**src/rtl/dsp_coef_mem_server.sv**
```systemverilog
// Coefficient RAM serving 1-cycle-latency dsp reads, filled by a streaming
// valid/ready loader sequenced by a small IDLE/LOAD/DONE FSM.
module dsp_coef_mem_server #(
    parameter int DATA_W = 14,
    parameter int ADDR_W = 6,
    parameter int DEPTH  = 64
) (
    input  logic              clk,
    input  logic              rst,
    input  logic [ADDR_W-1:0] memaddr,
    output logic [DATA_W-1:0] memdout,
    input  logic              ld_start,
    input  logic [ADDR_W-1:0] ld_base,
    input  logic [ADDR_W:0]   ld_count,
    input  logic              ld_valid,
    input  logic [DATA_W-1:0] ld_data,
    output logic              ld_ready,
    output logic              busy,
    output logic              done
);

    typedef enum logic [1:0] {IDLE, LOAD, DONE} state_t;

    localparam logic [ADDR_W:0]   FULL     = (ADDR_W+1)'(DEPTH);
    localparam logic [ADDR_W:0]   REM_ONE  = (ADDR_W+1)'(1);
    localparam logic [ADDR_W-1:0] PTR_ONE  = ADDR_W'(1);

    state_t            state, state_nxt;
    logic [ADDR_W-1:0] wr_ptr, wr_ptr_nxt;
    logic [ADDR_W:0]   rem, rem_nxt, rem_init;
    logic              wr_en;

    logic [DATA_W-1:0] mem [DEPTH];

    assign rem_init = (ld_count > FULL) ? FULL : ld_count;

    always_comb begin
        state_nxt  = state;
        wr_ptr_nxt = wr_ptr;
        rem_nxt    = rem;
        wr_en      = 1'b0;
        case (state)
            IDLE: begin
                if (ld_start) begin
                    wr_ptr_nxt = ld_base;
                    rem_nxt    = rem_init;
                    state_nxt  = (rem_init == '0) ? DONE : LOAD;
                end
            end
            LOAD: begin
                // ld_ready is high exactly while in LOAD, so this is the handshake
                if (ld_valid && ld_ready) begin
                    wr_en      = 1'b1;
                    wr_ptr_nxt = wr_ptr + PTR_ONE;
                    rem_nxt    = rem - REM_ONE;
                    if (rem == REM_ONE)
                        state_nxt = DONE;
                end
            end
            DONE:    state_nxt = IDLE;
            default: state_nxt = IDLE;
        endcase
    end

    always_ff @(posedge clk or posedge rst) begin
        if (rst) begin
            state    <= IDLE;
            wr_ptr   <= '0;
            rem      <= '0;
            ld_ready <= 1'b0;
            busy     <= 1'b0;
            done     <= 1'b0;
            memdout  <= '0;
        end else begin
            state    <= state_nxt;
            wr_ptr   <= wr_ptr_nxt;
            rem      <= rem_nxt;
            ld_ready <= (state_nxt == LOAD);
            busy     <= (state_nxt == LOAD);
            done     <= (state_nxt == DONE);
            memdout  <= mem[memaddr];
        end
    end

    // RAM is not reset; reads above see the pre-write word on a collision
    always_ff @(posedge clk) begin
        if (wr_en)
            mem[wr_ptr] <= ld_data;
    end

endmodule

```
**config.mk**
```make
export PLATFORM = sky130hd
export DESIGN_NAME = dsp_coef_mem_server
export DESIGN_NICKNAME = d
export VERILOG_FILES = /design/src/rtl/dsp_coef_mem_server.sv
export SDC_FILE = /design/constraint.sdc
export NUM_CORES = 1
export LEC_CHECK = 0
export CORE_MARGIN = 3
export CORE_UTILIZATION = 65
export CTS_BUF_LIST = sky130_fd_sc_hd__clkbuf_4
export CTS_CLUSTER_DIAMETER = 100
export DETAILED_ROUTE_END_ITERATION = 7
export GPL_ROUTABILITY_DRIVEN = 0
export PLACE_DENSITY_LB_ADDON = 0.1
export SETUP_SLACK_MARGIN = 0.15
export SKIP_LAST_GASP = 1
export SLEW_MARGIN = 10
export SYNTH_ARGS = -nofsm -noshare
export SYNTH_HDL_FRONTEND = slang
export SYNTH_SLANG_ARGS = --single-unit
```
**constraint.sdc**
```tcl
create_clock -name clk -period 4.1 [get_ports clk]
set_input_delay 0.82 -clock clk [delete_from_list [all_inputs] [get_ports clk]]
set_output_delay 0.82 -clock clk [all_outputs]
set_load 0.02 [all_outputs]
```
Word-level counts from Yosys, hierarchy flattened
Memory sizes are Yosys's and may differ from the RTL's. A register that Yosys moved wholly into a read port is not among the register bits. Index checks and enable logic that the tools add are counted.

Reduce and logical (&&, ||, !) cells: 5. Equal/unequal tests: 6. Add/subtract/negate cells: 2. Mux-type cells: 16. Order comparisons: 1.

Operator list (number): $mux W7 (3); $pmux W7 S2 (1); $mux W6 (2); $pmux W6 S2 (1); $mux W2 (4); $eq A7 B1 Y1 const B (1); $gt A7 B7 Y1 const B (1); $logic_not A7 Y1 (1); $sub A7 B1 Y7 const B (1); $add A6 B1 Y6 const B (1); $eq A2 B1 Y1 const B (2); $mux W1 (4); $ne A2 B2 Y1 const B (2); $pmux W2 S2 (1); $reduce_and A3 Y1 (1); $eq A2 B2 Y1 const B (1); $logic_not A2 Y1 (1); $reduce_bool A2 Y1 (1); $logic_and A1 B1 Y1 (1).

RAM bits: 896. Memories kept: 1. Input port bits: 37. Flip-flop bits (word level): 17. Output and inout bits: 17.

Memories: mem (depth 64, width 14, rd ports 1, clocked after memory_dff 1, wr ports 1, RTL line 33) `logic [DATA_W-1:0] mem [DEPTH];`.

Logic depth before layout (Yosys ltp)
Depth after elaboration: 7. Gate-level depth with buffers: 10. Gate-level depth less buffers: 6.

Worst setup path after synthesis
No wires, ideal clock.

Kind: input -> register. Start point: in memaddr[0]. End point: reg memdout[12] (read register of mem). Slack: 1.476 ns. Data arrival time: 2.503 ns. Library setup time: 0.122 ns. Cell stages on the path: 7. Required time: 3.978 ns. Cells stage by stage: buf_4 -> buf_4 -> buf_2 -> mux4_2 -> a21oi_1 -> o211ai_1 -> a32o_1.

RTL lines: start: declaration (RTL line 10) `input logic [ADDR_W-1:0] memaddr,`; end: declaration (RTL line 11) `output logic [DATA_W-1:0] memdout,`.

Worst setup path after layout
Start point: reg memdout[6] (read register of mem). End point: out memdout[6].

No word-level cell between the ends.

==> summary.md <==
| Metric | Value |
|---|---|
| CTS tree | `done` |
| Met3 GRT Util | `8.36%` |
| Number of DRC markers in iteration 0 | `approximately 2,300` |
| Clk slew on worst S/H paths | `0.06 ns` |
| Final period utilization | `73.5%` |
| Die width | `approximately 240 um` |
| Drc violations | `0` |
| Clock buffer depth | `3` |
| Met1 Usage GRT | `44.3%` |
| Share of cells above drive strength 1 | `34.3%` |
| Worst-Skew Late Latency | `1.09 ns` |
| CP max-delay cell | `clkdlybuf4s50_1` |
| CTS resizes | `0` |
| Worst setup SP type | `flip-flop` |
| # IOs | `54` |
| Synth area leader | `edfxtp_1` |
| Placed cell areas | `around 38,000 um^2` |
| Vias in the first global route | `between 15,000 and 20,000` |
| Fill count | `between 3,000 and 4,000` |
| H-tree depth | `4` |
| Seq/Total Area, Yosys | `77.3%` |
| Final core occ | `74.6%` |
| Final nets | `1,974` |
| Asr flop ratio synth | `between 3 and 4%` |
| Clock skew | `just over 0.09 ns` |
| Aggregate global routing overflow | `0` |
| Leakage power | `~13 nW` |
| Hold WC Path Type | `in -> async` |
| Setup Crit Path Kind | `reg -> out` |
| Largest net degree at the start of global routing | `65` |
| # placed instances | `between 2,000 and 2,500` |
| Arr. time, crit path | `2.20 ns` |
| Syn Inst Count | `approximately 1,600` |
| IO Port Bufs | `between 50 and 60` |
| Initial antenna violation count | `4` |
| Synth top area share | `around 75%` |
| Inserted Clock Buffers | `between 200 and 250` |
| Max Clk Rate | `0.332 GHz` |
| Root Driver | `clkbuf_4` |
| Initial Util | `between 60% and 70%` |
| Synth warn | `0` |
| Synth top cells by count | `896 x edfxtp_1, 227 x mux4_2, 106 x nor2_1` |
| Core Area | `54,100 um^2` |
| CTS Hold Bufs | `0` |
| CP Max Fanout | `1` |
| Final Instance Area | `~40,000 um^2` |
| First-pass GRT wire length | `around 120 mm` |
| Die area | `about 58,000 um^2` |
| Delay-heaviest family, CP | `buffers and inverters` |
| Outcome | `finished, final reports clean` |
| R2R setup slack | `about 1.1 ns` |
| Setup violators final | `0` |
| Synth Flop Type | `edfxtp_1` |
| Slew at the pin with the worst max-slew slack | `between 1 and 1.5 ns` |
| Post-synth net total | `around 1,700` |
| Total track usage | `about 30%` |
| Peak supply drop | `490 uV` |
| Syn avg cell area | `approximately 22 um^2` |
| Met2 GRT Util | `a little over two fifths` |
| Final Hold Fails | `0` |
| DPL Wire Length | `roughly 48 mm` |
| CP endpoint kind | `output port` |
| Most frequent cell after synthesis | `edfxtp_1` |
| RSZ-0062 raised after global routing | `no` |
| FF-to-FF End | `mem[38][10]` |
| Cells on worst reg2reg path | `5` |
| Drt wl/cell | `around 29 um` |
| Max_slew headroom | `~17%` |
| Mapped Area | `approximately 36,000 um^2` |
| Clock period minus worst slack | `3.02 ns` |
| CP required | `3.28 ns` |
| Initial DRT Pass Iterations | `5` |
| Final Slew Violations | `0` |
| Hold WS | `0.185 ns` |
| Post-CTS setup buffers | `0` |
| DRT Wirelength | `between 80 and 90 mm` |
| Most Crowded Layer GR | `met1` |
| Reg-to-reg startpoint | `state[1]` |
| #FFs+latches synth | `slightly above 900` |
| CP Cell Sequence | `clkdlybuf4s50_1` |
| Slowest Stage Delay on Critical Path | `~0.65 ns` |
| Antenna-violating nets left | `0` |
| CTS Sinks | `roughly 900` |
| Die height | `241 um` |
| CP bufs+invs | `1` |
| Final cell count without fillers | `2,801` |
| Rows | `85` |
| Library cells used by synthesis | `44` |
| Via count | `around 18,000` |
| Number of synthesized flops with an enable pin | `~900` |
| Vias per inst | `6.55` |
| Final setup TNS | `0 ns` |
| PD cells | `496 nW/um^2` |
| Max Cap Viol | `0` |
| Synth area leaders | `edfxtp_1 75%, mux4_2 14%, dfrtp_1 2.2%, nor2_1 1.1%, mux2i_1 1.1%` |
| Area Overhead vs Synth | `12.8%` |
-- stage by stage --
stage / total power, mW / worst slack [ns]
finish: 20.0 / 1.08
global route: 20.9 / 0.841
CTS: 20.2 / 0.977
detailed placement: 12.8 / 0.704
global placement: 12.8 / 0.722
floorplan: 12.1 / 1.48
-- worst max path at each step --
stage / from / endpoint / slack (ns) / cells past startpoint
floorplan: memaddr[0] / memdout[12] / 1.48 / 7
global placement: memaddr[0] / memdout[1] / 0.72 / 7
detailed placement: memaddr[4] / memdout[12] / 0.70 / 7
CTS: memdout[6] / memdout[6] / 0.98 / 1
global route: state[1] / mem[38][10] / 0.84 / 5
finish: memdout[6] / memdout[6] / 1.08 / 1
-- per-layer routing --
metal / up-vias / part of all wire [%]
li1: 7636 / -
met3: 126 / 11
met5: - / 0
met1: 9491 / 40
met2: 1084 / 47
met4: 0 / 2.6
-- where the power goes --
group | switching (mW) | leakage (nW) | internal, mW
Combinational | 1.14 | 3.16 | 0.636
Clock | 3.48 | 1.70 | 3.91
Sequential | 0.161 | 8.42 | 10.7
-- flip-flops by register name, summed over array words and instances, names as in the netlist --
name / count
busy: 1
done: 1
mem: 896
memdout: 14
rem: 7
state: 2
wr_ptr: 6
-- final cells by class --
type                            count  area (um^2)  share of cell area, %
Inverter                            6         22.5                 0.0558
Antenna cell                        4         10.0                 0.0248
Sequential cell                   927        27700                   68.5
Timing Repair Buffer              164         1370                   3.39
Clock buffer                      338         2540                   6.28
Tap cell                          696          871                   2.16
Multi-Input combinational cell    616         7620                   18.9
Clock inverter                     50          284                  0.703
-- cells in the final DEF (no fill, tap or decap), types with 5 or more instances in the layout --
cell | synthesis | layout
a211oi_1 | 14 | 14
nor2_1 | 106 | 106
nor2b_1 | 12 | 12
dfrtp_1 | 31 | 31
mux2i_1 | 39 | 39
o22ai_1 | 13 | 13
nand2b_1 | 9 | 9
nand3_1 | 14 | 14
a21oi_1 | 36 | 36
clkdlybuf4s50_1 | 0 | 34
buf_2 | 27 | 12
inv_1 | 6 | 5
edfxtp_1 | 896 | 896
mux4_1 | 11 | 11
or2_2 | 5 | 5
o21ai_0 | 43 | 43
a211o_1 | 5 | 5
clkbuf_4 | 0 | 338
o221ai_1 | 10 | 10
a31oi_1 | 7 | 7
mux4_2 | 227 | 227
buf_12 | 0 | 5
buf_4 | 23 | 110
nand2_1 | 18 | 18
clkinv_2 | 0 | 10
clkinv_1 | 0 | 34
nor3_1 | 10 | 10
-- cell families after synthesis --
kind of cell               after synthesis  synth area share [%]
AOI/OAI and AO/OA                      143                  2.48
adders and majority gates                3                 0.105
buffers and inverters                   94                  1.46
DFF                                    927                  77.3
muxes                                  280                  16.3
and+or+nand+nor                        190                  2.42
(Power assumes the default switching activity.)
